## src/rtl/mem_arbiter_pkg.sv

```systemverilog
// Shared widths, access-size and FSM encodings, and the misalignment rule for the
// instruction/data RAM arbiter.
package mem_arbiter_pkg;

    localparam int API_ADDR_WIDTH = 32;
    localparam int API_DATA_WIDTH = 32;

    localparam logic [1:0] MEM_SIZE_B = 2'b00;
    localparam logic [1:0] MEM_SIZE_H = 2'b01;
    localparam logic [1:0] MEM_SIZE_W = 2'b10;

    typedef enum logic [1:0] {
        MEM_ARB_IDLE  = 2'b00,
        MEM_ARB_ISSUE = 2'b01,
        MEM_ARB_RESP  = 2'b10
    } mem_arb_state_e;

    typedef enum logic {
        OWN_FETCH = 1'b0,
        OWN_DATA  = 1'b1
    } mem_arb_owner_e;

    // Reserved size and any access not naturally aligned to its size is an error.
    function automatic logic access_misaligned(input logic [1:0] size, input logic [1:0] addr_lo);
        logic bad;
        case (size)
            MEM_SIZE_B: bad = 1'b0;
            MEM_SIZE_H: bad = addr_lo[0];
            MEM_SIZE_W: bad = (addr_lo != 2'b00);
            default:    bad = 1'b1;
        endcase
        return bad;
    endfunction

endpackage

```

## src/rtl/mem_arbiter_if.sv

```systemverilog
// Core-side (fetch + load/store) and RAM-side signals of the arbiter; the arbiter
// uses the slave modport, the core/RAM environment the master modport.
interface mem_arbiter_if;
    import mem_arbiter_pkg::*;

    logic                      if_req;
    logic [API_ADDR_WIDTH-1:0] if_addr;
    logic                      if_gnt;
    logic                      if_rvalid;
    logic [API_DATA_WIDTH-1:0] if_rdata;

    logic                      d_req;
    logic                      d_we;
    logic [1:0]                d_size;
    logic                      d_unsigned;
    logic [API_ADDR_WIDTH-1:0] d_addr;
    logic [API_DATA_WIDTH-1:0] d_wdata;
    logic                      d_gnt;
    logic                      d_rvalid;
    logic [API_DATA_WIDTH-1:0] d_rdata;
    logic                      d_err;

    logic                      mem_en;
    logic [API_ADDR_WIDTH-1:0] mem_addr;
    logic [API_DATA_WIDTH-1:0] mem_wdata;
    logic [3:0]                mem_wr_mask;
    logic [API_DATA_WIDTH-1:0] mem_rdata;

    modport slave (
        input  if_req, if_addr, d_req, d_we, d_size, d_unsigned, d_addr, d_wdata, mem_rdata,
        output if_gnt, if_rvalid, if_rdata, d_gnt, d_rvalid, d_rdata, d_err,
               mem_en, mem_addr, mem_wdata, mem_wr_mask
    );

    modport master (
        output if_req, if_addr, d_req, d_we, d_size, d_unsigned, d_addr, d_wdata, mem_rdata,
        input  if_gnt, if_rvalid, if_rdata, d_gnt, d_rvalid, d_rdata, d_err,
               mem_en, mem_addr, mem_wdata, mem_wr_mask
    );

endinterface

```

## src/rtl/mem_arbiter_lane_fmt.sv

```systemverilog
// Purely combinational byte-lane formatter: store mask/replication with misalign
// detection, and load lane extraction with sign or zero extension.
module mem_lane_fmt
    import mem_arbiter_pkg::*;
(
    input  logic [1:0]                st_size,
    input  logic [1:0]                st_addr_lo,
    input  logic                      st_we,
    input  logic [API_DATA_WIDTH-1:0] st_wdata,
    output logic [3:0]                st_mask,
    output logic [API_DATA_WIDTH-1:0] st_lane_wdata,
    output logic                      st_err,
    input  logic [1:0]                ld_size,
    input  logic [1:0]                ld_addr_lo,
    input  logic                      ld_unsigned,
    input  logic [API_DATA_WIDTH-1:0] ld_rdata,
    output logic [API_DATA_WIDTH-1:0] ld_data
);

    logic [7:0]  lane_b_s;
    logic [15:0] lane_h_s;

    // Store path: erroneous accesses and loads never produce a write mask.
    always_comb begin
        st_err        = access_misaligned(st_size, st_addr_lo);
        st_mask       = 4'b0000;
        st_lane_wdata = {API_DATA_WIDTH{1'b0}};
        if (st_we && !st_err) begin
            case (st_size)
                MEM_SIZE_B: begin
                    st_mask       = 4'b0001 << st_addr_lo;
                    st_lane_wdata = {4{st_wdata[7:0]}};
                end
                MEM_SIZE_H: begin
                    st_mask       = st_addr_lo[1] ? 4'b1100 : 4'b0011;
                    st_lane_wdata = {2{st_wdata[15:0]}};
                end
                MEM_SIZE_W: begin
                    st_mask       = 4'b1111;
                    st_lane_wdata = st_wdata;
                end
                default: begin
                    st_mask       = 4'b0000;
                    st_lane_wdata = {API_DATA_WIDTH{1'b0}};
                end
            endcase
        end else begin
            st_mask       = 4'b0000;
            st_lane_wdata = {API_DATA_WIDTH{1'b0}};
        end
    end

    // Load path: pick the addressed lane, then extend to the full word.
    always_comb begin
        lane_b_s = ld_rdata[{ld_addr_lo, 3'b000} +: 8];
        lane_h_s = ld_addr_lo[1] ? ld_rdata[31:16] : ld_rdata[15:0];
        ld_data  = {API_DATA_WIDTH{1'b0}};
        case (ld_size)
            MEM_SIZE_B: ld_data = ld_unsigned ? {24'h00_0000, lane_b_s} : {{24{lane_b_s[7]}}, lane_b_s};
            MEM_SIZE_H: ld_data = ld_unsigned ? {16'h0000, lane_h_s} : {{16{lane_h_s[15]}}, lane_h_s};
            MEM_SIZE_W: ld_data = ld_rdata;
            default:    ld_data = {API_DATA_WIDTH{1'b0}};
        endcase
    end

endmodule

```

## src/rtl/mem_arbiter.sv

```systemverilog
// Shares the single-ported RAM between instruction fetch and load/store with a fixed
// two-cycle response. Define MEM_ARB_RR_EN for round-robin instead of data-first priority.
module mem_arbiter
    import mem_arbiter_pkg::*;
(
    input  logic         clk,
    input  logic         reset_n,
    mem_arbiter_if.slave bus
);

    mem_arb_state_e state_r;
    mem_arb_state_e state_next_s;
    mem_arb_owner_e owner_r;
    logic [1:0]     size_r;
    logic [1:0]     addr_lo_r;
    logic           we_r;
    logic           unsigned_r;
    logic           err_r;

    logic                      mem_en_r;
    logic [API_ADDR_WIDTH-1:0] mem_addr_r;
    logic [API_DATA_WIDTH-1:0] mem_wdata_r;
    logic [3:0]                mem_wr_mask_r;

    logic grant_ok_s, pick_data_s, gnt_d_s, gnt_i_s, any_gnt_s;
    logic if_rvalid_s, d_rvalid_s, d_err_s;
    logic [API_DATA_WIDTH-1:0] if_rdata_s, d_rdata_s;

    logic [API_ADDR_WIDTH-1:0] req_addr_s;
    logic [1:0]                st_size_s, st_addr_lo_s;
    logic                      st_we_s, st_err_s;
    logic [3:0]                st_mask_s;
    logic [API_DATA_WIDTH-1:0] st_lane_wdata_s, ld_data_s;

`ifdef MEM_ARB_RR_EN
    mem_arb_owner_e last_owner_r;

    // On a tie the port that did not win the previous grant goes first.
    always_comb begin
        if (bus.d_req && bus.if_req) begin
            pick_data_s = (last_owner_r == OWN_FETCH);
        end else begin
            pick_data_s = bus.d_req;
        end
    end

    // Remember which port was granted most recently.
    always_ff @(posedge clk or negedge reset_n) begin
        if (!reset_n) begin
            last_owner_r <= OWN_FETCH;
        end else if (gnt_d_s) begin
            last_owner_r <= OWN_DATA;
        end else if (gnt_i_s) begin
            last_owner_r <= OWN_FETCH;
        end
    end
`else
    // Data port always wins a tie.
    always_comb begin
        pick_data_s = bus.d_req;
    end
`endif

    assign any_gnt_s = gnt_d_s | gnt_i_s;

    // Fetch is presented to the formatter as an aligned word read.
    assign req_addr_s   = gnt_d_s ? bus.d_addr : bus.if_addr;
    assign st_size_s    = gnt_d_s ? bus.d_size : MEM_SIZE_W;
    assign st_addr_lo_s = gnt_d_s ? req_addr_s[1:0] : 2'b00;
    assign st_we_s      = gnt_d_s & bus.d_we;

    mem_lane_fmt u_lane_fmt (
        .st_size       (st_size_s),
        .st_addr_lo    (st_addr_lo_s),
        .st_we         (st_we_s),
        .st_wdata      (bus.d_wdata),
        .st_mask       (st_mask_s),
        .st_lane_wdata (st_lane_wdata_s),
        .st_err        (st_err_s),
        .ld_size       (size_r),
        .ld_addr_lo    (addr_lo_r),
        .ld_unsigned   (unsigned_r),
        .ld_rdata      (bus.mem_rdata),
        .ld_data       (ld_data_s)
    );

    // FSM state register.
    always_ff @(posedge clk or negedge reset_n) begin
        if (!reset_n) begin
            state_r <= MEM_ARB_IDLE;
        end else begin
            state_r <= state_next_s;
        end
    end

    // FSM next-state logic.
    always_comb begin
        state_next_s = state_r;
        case (state_r)
            MEM_ARB_IDLE:  state_next_s = any_gnt_s ? MEM_ARB_ISSUE : MEM_ARB_IDLE;
            MEM_ARB_ISSUE: state_next_s = MEM_ARB_RESP;
            MEM_ARB_RESP:  state_next_s = any_gnt_s ? MEM_ARB_ISSUE : MEM_ARB_IDLE;
            default:       state_next_s = MEM_ARB_IDLE;
        endcase
    end

    // FSM outputs: grants and the response for the current owner; reset forces grants low.
    always_comb begin
        grant_ok_s  = 1'b0;
        if_rvalid_s = 1'b0;
        if_rdata_s  = {API_DATA_WIDTH{1'b0}};
        d_rvalid_s  = 1'b0;
        d_rdata_s   = {API_DATA_WIDTH{1'b0}};
        d_err_s     = 1'b0;
        case (state_r)
            MEM_ARB_IDLE:  grant_ok_s = 1'b1;
            MEM_ARB_ISSUE: grant_ok_s = 1'b0;
            MEM_ARB_RESP: begin
                grant_ok_s = 1'b1;
                if (owner_r == OWN_FETCH) begin
                    if_rvalid_s = 1'b1;
                    if_rdata_s  = bus.mem_rdata;
                end else begin
                    d_rvalid_s = 1'b1;
                    d_err_s    = err_r;
                    d_rdata_s  = (we_r || err_r) ? {API_DATA_WIDTH{1'b0}} : ld_data_s;
                end
            end
            default: grant_ok_s = 1'b0;
        endcase
        gnt_d_s = grant_ok_s & reset_n & pick_data_s;
        gnt_i_s = grant_ok_s & reset_n & bus.if_req & ~pick_data_s;
    end

    // Latch the access at grant; RAM strobes live for exactly the following cycle.
    always_ff @(posedge clk or negedge reset_n) begin
        if (!reset_n) begin
            owner_r       <= OWN_FETCH;
            size_r        <= 2'b00;
            addr_lo_r     <= 2'b00;
            we_r          <= 1'b0;
            unsigned_r    <= 1'b0;
            err_r         <= 1'b0;
            mem_en_r      <= 1'b0;
            mem_addr_r    <= {API_ADDR_WIDTH{1'b0}};
            mem_wdata_r   <= {API_DATA_WIDTH{1'b0}};
            mem_wr_mask_r <= 4'b0000;
        end else if (any_gnt_s) begin
            owner_r       <= gnt_d_s ? OWN_DATA : OWN_FETCH;
            size_r        <= st_size_s;
            addr_lo_r     <= st_addr_lo_s;
            we_r          <= st_we_s;
            unsigned_r    <= gnt_d_s & bus.d_unsigned;
            err_r         <= st_err_s;
            mem_en_r      <= ~st_err_s;
            mem_addr_r    <= st_err_s ? {API_ADDR_WIDTH{1'b0}} : {req_addr_s[API_ADDR_WIDTH-1:2], 2'b00};
            mem_wdata_r   <= st_lane_wdata_s;
            mem_wr_mask_r <= st_mask_s;
        end else begin
            mem_en_r      <= 1'b0;
            mem_addr_r    <= {API_ADDR_WIDTH{1'b0}};
            mem_wdata_r   <= {API_DATA_WIDTH{1'b0}};
            mem_wr_mask_r <= 4'b0000;
        end
    end

    assign bus.if_gnt      = gnt_i_s;
    assign bus.if_rvalid   = if_rvalid_s;
    assign bus.if_rdata    = if_rdata_s;
    assign bus.d_gnt       = gnt_d_s;
    assign bus.d_rvalid    = d_rvalid_s;
    assign bus.d_rdata     = d_rdata_s;
    assign bus.d_err       = d_err_s;
    assign bus.mem_en      = mem_en_r;
    assign bus.mem_addr    = mem_addr_r;
    assign bus.mem_wdata   = mem_wdata_r;
    assign bus.mem_wr_mask = mem_wr_mask_r;

endmodule

```

## src/flat_wrapper.sv

```systemverilog
// flat-port wrapper written by rule: the top's interface ports become plain ports
module mem_arbiter_flat import mem_arbiter_pkg::*;
  (clk, reset_n, bus_if_req, bus_if_addr, bus_d_req, bus_d_we, bus_d_size, bus_d_unsigned, bus_d_addr, bus_d_wdata, bus_mem_rdata, bus_if_gnt, bus_if_rvalid, bus_if_rdata, bus_d_gnt, bus_d_rvalid, bus_d_rdata, bus_d_err, bus_mem_en, bus_mem_addr, bus_mem_wdata, bus_mem_wr_mask);
  mem_arbiter_if bus_i ();
  input  logic clk;
  input  logic reset_n;
  input wire logic [$bits(bus_i.if_req)-1:0] bus_if_req;
  input wire logic [$bits(bus_i.if_addr)-1:0] bus_if_addr;
  input wire logic [$bits(bus_i.d_req)-1:0] bus_d_req;
  input wire logic [$bits(bus_i.d_we)-1:0] bus_d_we;
  input wire logic [$bits(bus_i.d_size)-1:0] bus_d_size;
  input wire logic [$bits(bus_i.d_unsigned)-1:0] bus_d_unsigned;
  input wire logic [$bits(bus_i.d_addr)-1:0] bus_d_addr;
  input wire logic [$bits(bus_i.d_wdata)-1:0] bus_d_wdata;
  input wire logic [$bits(bus_i.mem_rdata)-1:0] bus_mem_rdata;
  output wire logic [$bits(bus_i.if_gnt)-1:0] bus_if_gnt;
  output wire logic [$bits(bus_i.if_rvalid)-1:0] bus_if_rvalid;
  output wire logic [$bits(bus_i.if_rdata)-1:0] bus_if_rdata;
  output wire logic [$bits(bus_i.d_gnt)-1:0] bus_d_gnt;
  output wire logic [$bits(bus_i.d_rvalid)-1:0] bus_d_rvalid;
  output wire logic [$bits(bus_i.d_rdata)-1:0] bus_d_rdata;
  output wire logic [$bits(bus_i.d_err)-1:0] bus_d_err;
  output wire logic [$bits(bus_i.mem_en)-1:0] bus_mem_en;
  output wire logic [$bits(bus_i.mem_addr)-1:0] bus_mem_addr;
  output wire logic [$bits(bus_i.mem_wdata)-1:0] bus_mem_wdata;
  output wire logic [$bits(bus_i.mem_wr_mask)-1:0] bus_mem_wr_mask;
  assign bus_i.if_req = bus_if_req;
  assign bus_i.if_addr = bus_if_addr;
  assign bus_i.d_req = bus_d_req;
  assign bus_i.d_we = bus_d_we;
  assign bus_i.d_size = bus_d_size;
  assign bus_i.d_unsigned = bus_d_unsigned;
  assign bus_i.d_addr = bus_d_addr;
  assign bus_i.d_wdata = bus_d_wdata;
  assign bus_i.mem_rdata = bus_mem_rdata;
  assign bus_if_gnt = bus_i.if_gnt;
  assign bus_if_rvalid = bus_i.if_rvalid;
  assign bus_if_rdata = bus_i.if_rdata;
  assign bus_d_gnt = bus_i.d_gnt;
  assign bus_d_rvalid = bus_i.d_rvalid;
  assign bus_d_rdata = bus_i.d_rdata;
  assign bus_d_err = bus_i.d_err;
  assign bus_mem_en = bus_i.mem_en;
  assign bus_mem_addr = bus_i.mem_addr;
  assign bus_mem_wdata = bus_i.mem_wdata;
  assign bus_mem_wr_mask = bus_i.mem_wr_mask;
  mem_arbiter u_core (.clk(clk), .reset_n(reset_n), .bus(bus_i));
endmodule
```

## config.mk

```make
export PLATFORM = sky130hd
export DESIGN_NAME = mem_arbiter_flat
export DESIGN_NICKNAME = d
export VERILOG_FILES = /design/src/rtl/mem_arbiter_pkg.sv /design/src/rtl/mem_arbiter_if.sv /design/src/rtl/mem_arbiter_lane_fmt.sv /design/src/rtl/mem_arbiter.sv /design/src/flat_wrapper.sv
export SDC_FILE = /design/constraint.sdc
export NUM_CORES = 1
export LEC_CHECK = 0
export ABC_AREA = 1
export BUFFER_PORTS_ARGS = -buffer_cell sky130_fd_sc_hd__buf_4
export CAP_MARGIN = 20
export CORE_MARGIN = 3
export CORE_UTILIZATION = 40
export DETAILED_ROUTE_END_ITERATION = 16
export HOLD_SLACK_MARGIN = 0.15
export PLACE_DENSITY = 0.77
export REMOVE_ABC_BUFFERS = 1
export SYNTH_ARGS = -nofsm -noshare
export SYNTH_HDL_FRONTEND = slang
export SYNTH_SLANG_ARGS = --single-unit
```

## constraint.sdc

```tcl
create_clock -name clk -period 1.3 [get_ports clk]
set_input_delay 0.195 -clock clk [delete_from_list [all_inputs] [get_ports clk]]
set_output_delay 0.195 -clock clk [all_outputs]
set_load 0.01 [all_outputs]
```

==> reports/metrics.csv <==
stage,metric,value,unit
worst_hold_path,Hold Path Class,primary input to register,
critical_path,Worst R2R Start,u_core.state_r[0],
run_status,failing checks,setup timing,
global_route,global-route usage over all layers,30.6,%
logic_synthesis,register area share after synthesis,41.8,%
routing,Via-to-Cell Ratio,5.44,
logic_synthesis,register bit count reported by yosys,77,
global_route,first-pass GRT wire length,31100,um
cells_and_area,Area Growth Syn to Fin,114,%
power_and_ir_drop,Pwr Density,884,nW/um2
placed_design,post-DP HPWL,12700,um
logic_synthesis,Post-Syn Area,4600,um2
logic_synthesis,Synth warnings,0,
placed_design,post-placement worst setup slack,-327,ps
floorplan,CORE AREA,11000,um2
global_route,gr ovfl total,0,
logic_synthesis,Synth Area in Simple Gates,38.1,%
global_route,largest net degree at the start of global routing,33,
cells_and_area,share of cells above drive strength 1,57.8,%
routing,1st-pass router iterations,5,
worst_hold_path,hold depth,5,
critical_path,worst path required time,1110,ps
clock_tree,Clock Sink Count,77,
clock_tree,Worst-path clk slew,70,ps
floorplan,Initial Util,41.7,%
critical_path,"Max FO, Critical Path",6,
clock_tree,CTS tree,done,
logic_synthesis,mux contribution to synthesized area,0,%
global_route,met3 Use GR,7.70,%
cells_and_area,Fillers,517,
sta,Fmax,0.511,GHz
logic_synthesis,post-synthesis compound-gate area fraction,8.07,%
critical_path,R2R depth,11,
logic_synthesis,ys flop type,dfrtp_1,
floorplan,Die Y,113,um
logic_synthesis,most common cell in the netlist,nand2_1,
sta,Clock Skew,13.2,ps
routing,Routed Antenna Nets,0,
clock_tree,Longest Clk Path Bufs,2,
critical_path,Crit. End Element,output port,
sta,period utilisation layout,151,%
clock_tree,Root Driver,clkbuf_16,
floorplan,Die Width,113,um
logic_synthesis,Synth area leader,dfrtp_1,
floorplan,io pins,274,
global_route,grt met1 use,31.5,%
routing,DRC Markers,0,
critical_path,Worst R2R Setup Slack,-640,ps
logic_synthesis,post-synth top area share,41.8,%
logic_synthesis,adder and majority gate portion of the synthesized area,0,%
sta,RSZ-0062 raised after global routing,true,
logic_synthesis,asr flop ratio synth,100,%
critical_path,startpoint types,register,
floorplan,die area,12800,um2
sta,Min Hold Slack,172,ps
sta,Slew Limit Fails,0,
global_route,GR met2 Demand/Resource,57.7,%
logic_synthesis,synth unique cells,27,
power_and_ir_drop,P_leak,5.17,nW
logic_synthesis,Synth top cells by count,"nand2_1, nor2_1, inv_1",
global_route,gr busiest metal,met2,
clock_tree,CTS Buf Count,9,
routing,Initial DRC Count,610,
worst_hold_path,hold path start,bus_d_addr[26],
logic_synthesis,synthesized instance count,713,
logic_synthesis,top post-synthesis cells by area,"dfrtp_1, nand2_1, nor2_1, inv_1, a21oi_1",
critical_path,r2r endpoint,u_core.bus.mem_wdata[16],
routing,wire per inst,20.4,um
logic_synthesis,number of flops mapped to enable cells by yosys,0,
sta,endpoints failing hold,0,
routing,Routed WL,25300,um
logic_synthesis,combinational family with the most area after synthesis,simple AND/OR/NAND/NOR gates,
global_route,vias in the first global route,6170,
placed_design,GP Congestion,0.913,
clock_tree,CTS H-tree depth,3,
sta,Final Setup Violations,145,
cells_and_area,"Net count, final",1228,
critical_path,Worst Path Arrival,1760,ps
logic_synthesis,syn avg cell area,6.46,um2
clock_tree,worst skew pair latency,340,ps
sta,min Tclk post-route,1960,ps
sta,setup tns final,-74430,ps
routing,via count,6730,
sta,Worst Slack Setup Final,-657,ps
run,max_cap viols,0,
floorplan,Core Rows,38,
power_and_ir_drop,Worst VDD drop,0.875,mV
logic_synthesis,XOR/XNOR share of the synthesized area,0,%
critical_path,type of the worst setup path,register to output port,
run_status,status,"finished, violations left",
worst_hold_path,hold endpoint,u_core.bus.mem_addr[26],
global_route,initial antenna violation count,1,
placed_design,I/O Buffers,269,
==> cell type report <==
| cell class | count | area [um2] | share of cell area, % |
|---|---|---|---|
| repair buffers | 401 | 3770 | 38.2 |
| multi-input cells | 501 | 3280 | 33.2 |
| flip-flops and latches | 77 | 1930 | 19.6 |
| inverters | 101 | 412 | 4.17 |
| clock buffers | 10 | 229 | 2.32 |
| well taps | 140 | 175 | 1.78 |
| clock inverters | 6 | 61.3 | 0.621 |
| repair inverters | 1 | 6.26 | 0.0634 |
| diodes | 1 | 2.50 | 0.0254 |
==> how the worst max path moves through the flow <==
stage,end,startpoint,slack (ps),cells past startpoint
floorplan,bus_d_rdata[10],u_core.addr_lo_r[1],-800,4
global placement,bus_d_rdata[1],u_core.addr_lo_r[1],-260,7
detailed placement,bus_d_rdata[7],u_core.size_r[1],-330,6
CTS,bus_d_rdata[12],u_core.addr_lo_r[1],-570,7
global route,u_core.bus.mem_wdata[16],u_core.state_r[0],-730,11
finish,bus_d_rdata[23],u_core.addr_lo_r[1],-660,8
==> sequential cells by signal (all words and copies together) (netlist names) <==
signal / cells
u_core.state_r: 2
u_core.addr_lo_r: 2
u_core.unsigned_r: 1
u_core.size_r: 2
u_core.bus.mem_addr: 30
u_core.owner_r: 1
u_core.bus.mem_wdata: 32
u_core.we_r: 1
u_core.bus.mem_wr_mask: 4
u_core.err_r: 1
u_core.bus.mem_en: 1
==> critical path, stage by stage, from the launching register on <==
cell and delay, ps:
dfrtp_2 440, inv_2 90, nand2_2 70, nand3_2 80
nand4_1 110, buf_6 160, buf_6 150, a21oi_2 160
buf_4 150
==> routing by layer <==
metal / vias to the layer above / part of all wire, %
met5: - / 0
met4: 0 / 7.5
met3: 167 / 9.4
met2: 513 / 52
met1: 3132 / 32
li1: 2918 / -
==> repair_timing <==
item                       4_1_cts  5_1_grt
pin swaps                       22       54
gates resized for setup        157      288
gates cloned                    10        7
buffers inserted                34       19
hold endpoints to repair        86        0
setup endpoints to repair      137      145
hold buffers                    10        0
==> placed cells by master, fill, tap and decap left out, drive strengths merged, types with 4 or more instances in the layout <==
cell	netlist	routed
buf	22	386
nand2	236	236
nor2	154	154
inv	100	102
dfrtp	77	77
nand3	36	36
a21oi	35	35
o21ai	21	21
clkbuf	13	15
dlygate4sd3	0	10
o211ai	8	8
clkinv	1	4
==> cells by family after synthesis <==
kind of cell           count (synthesis)
AND/OR/NAND/NOR                      431
other                                  1
AO/OA/AOI/OAI                         68
flip-flops                            77
buffers and inverters                136
==> stage by stage <==
stage | power, mW | std cells | utilization (%) | area (um2)
after CTS | 7.86 | 1219 | 78.3 | 8640
after detailed placement | 4.87 | 1154 | 65.8 | 7260
after global routing | 9.02 | 1238 | 89.5 | 9870
after floorplan | 3.61 | 679 | - | 4440
after global placement | 4.85 | 1154 | 65.8 | 7260
final | 8.73 | 1238 | 89.5 | 9870
==> where the power goes <==
part	switching (mW)	leakage [nW]	total [mW]	internal, mW
logic	1.94	3.99	3.57	1.63
clock network	1.05	0.143	2.53	1.49
registers	0.0888	1.04	2.63	2.54
(Power assumes the default switching activity.)
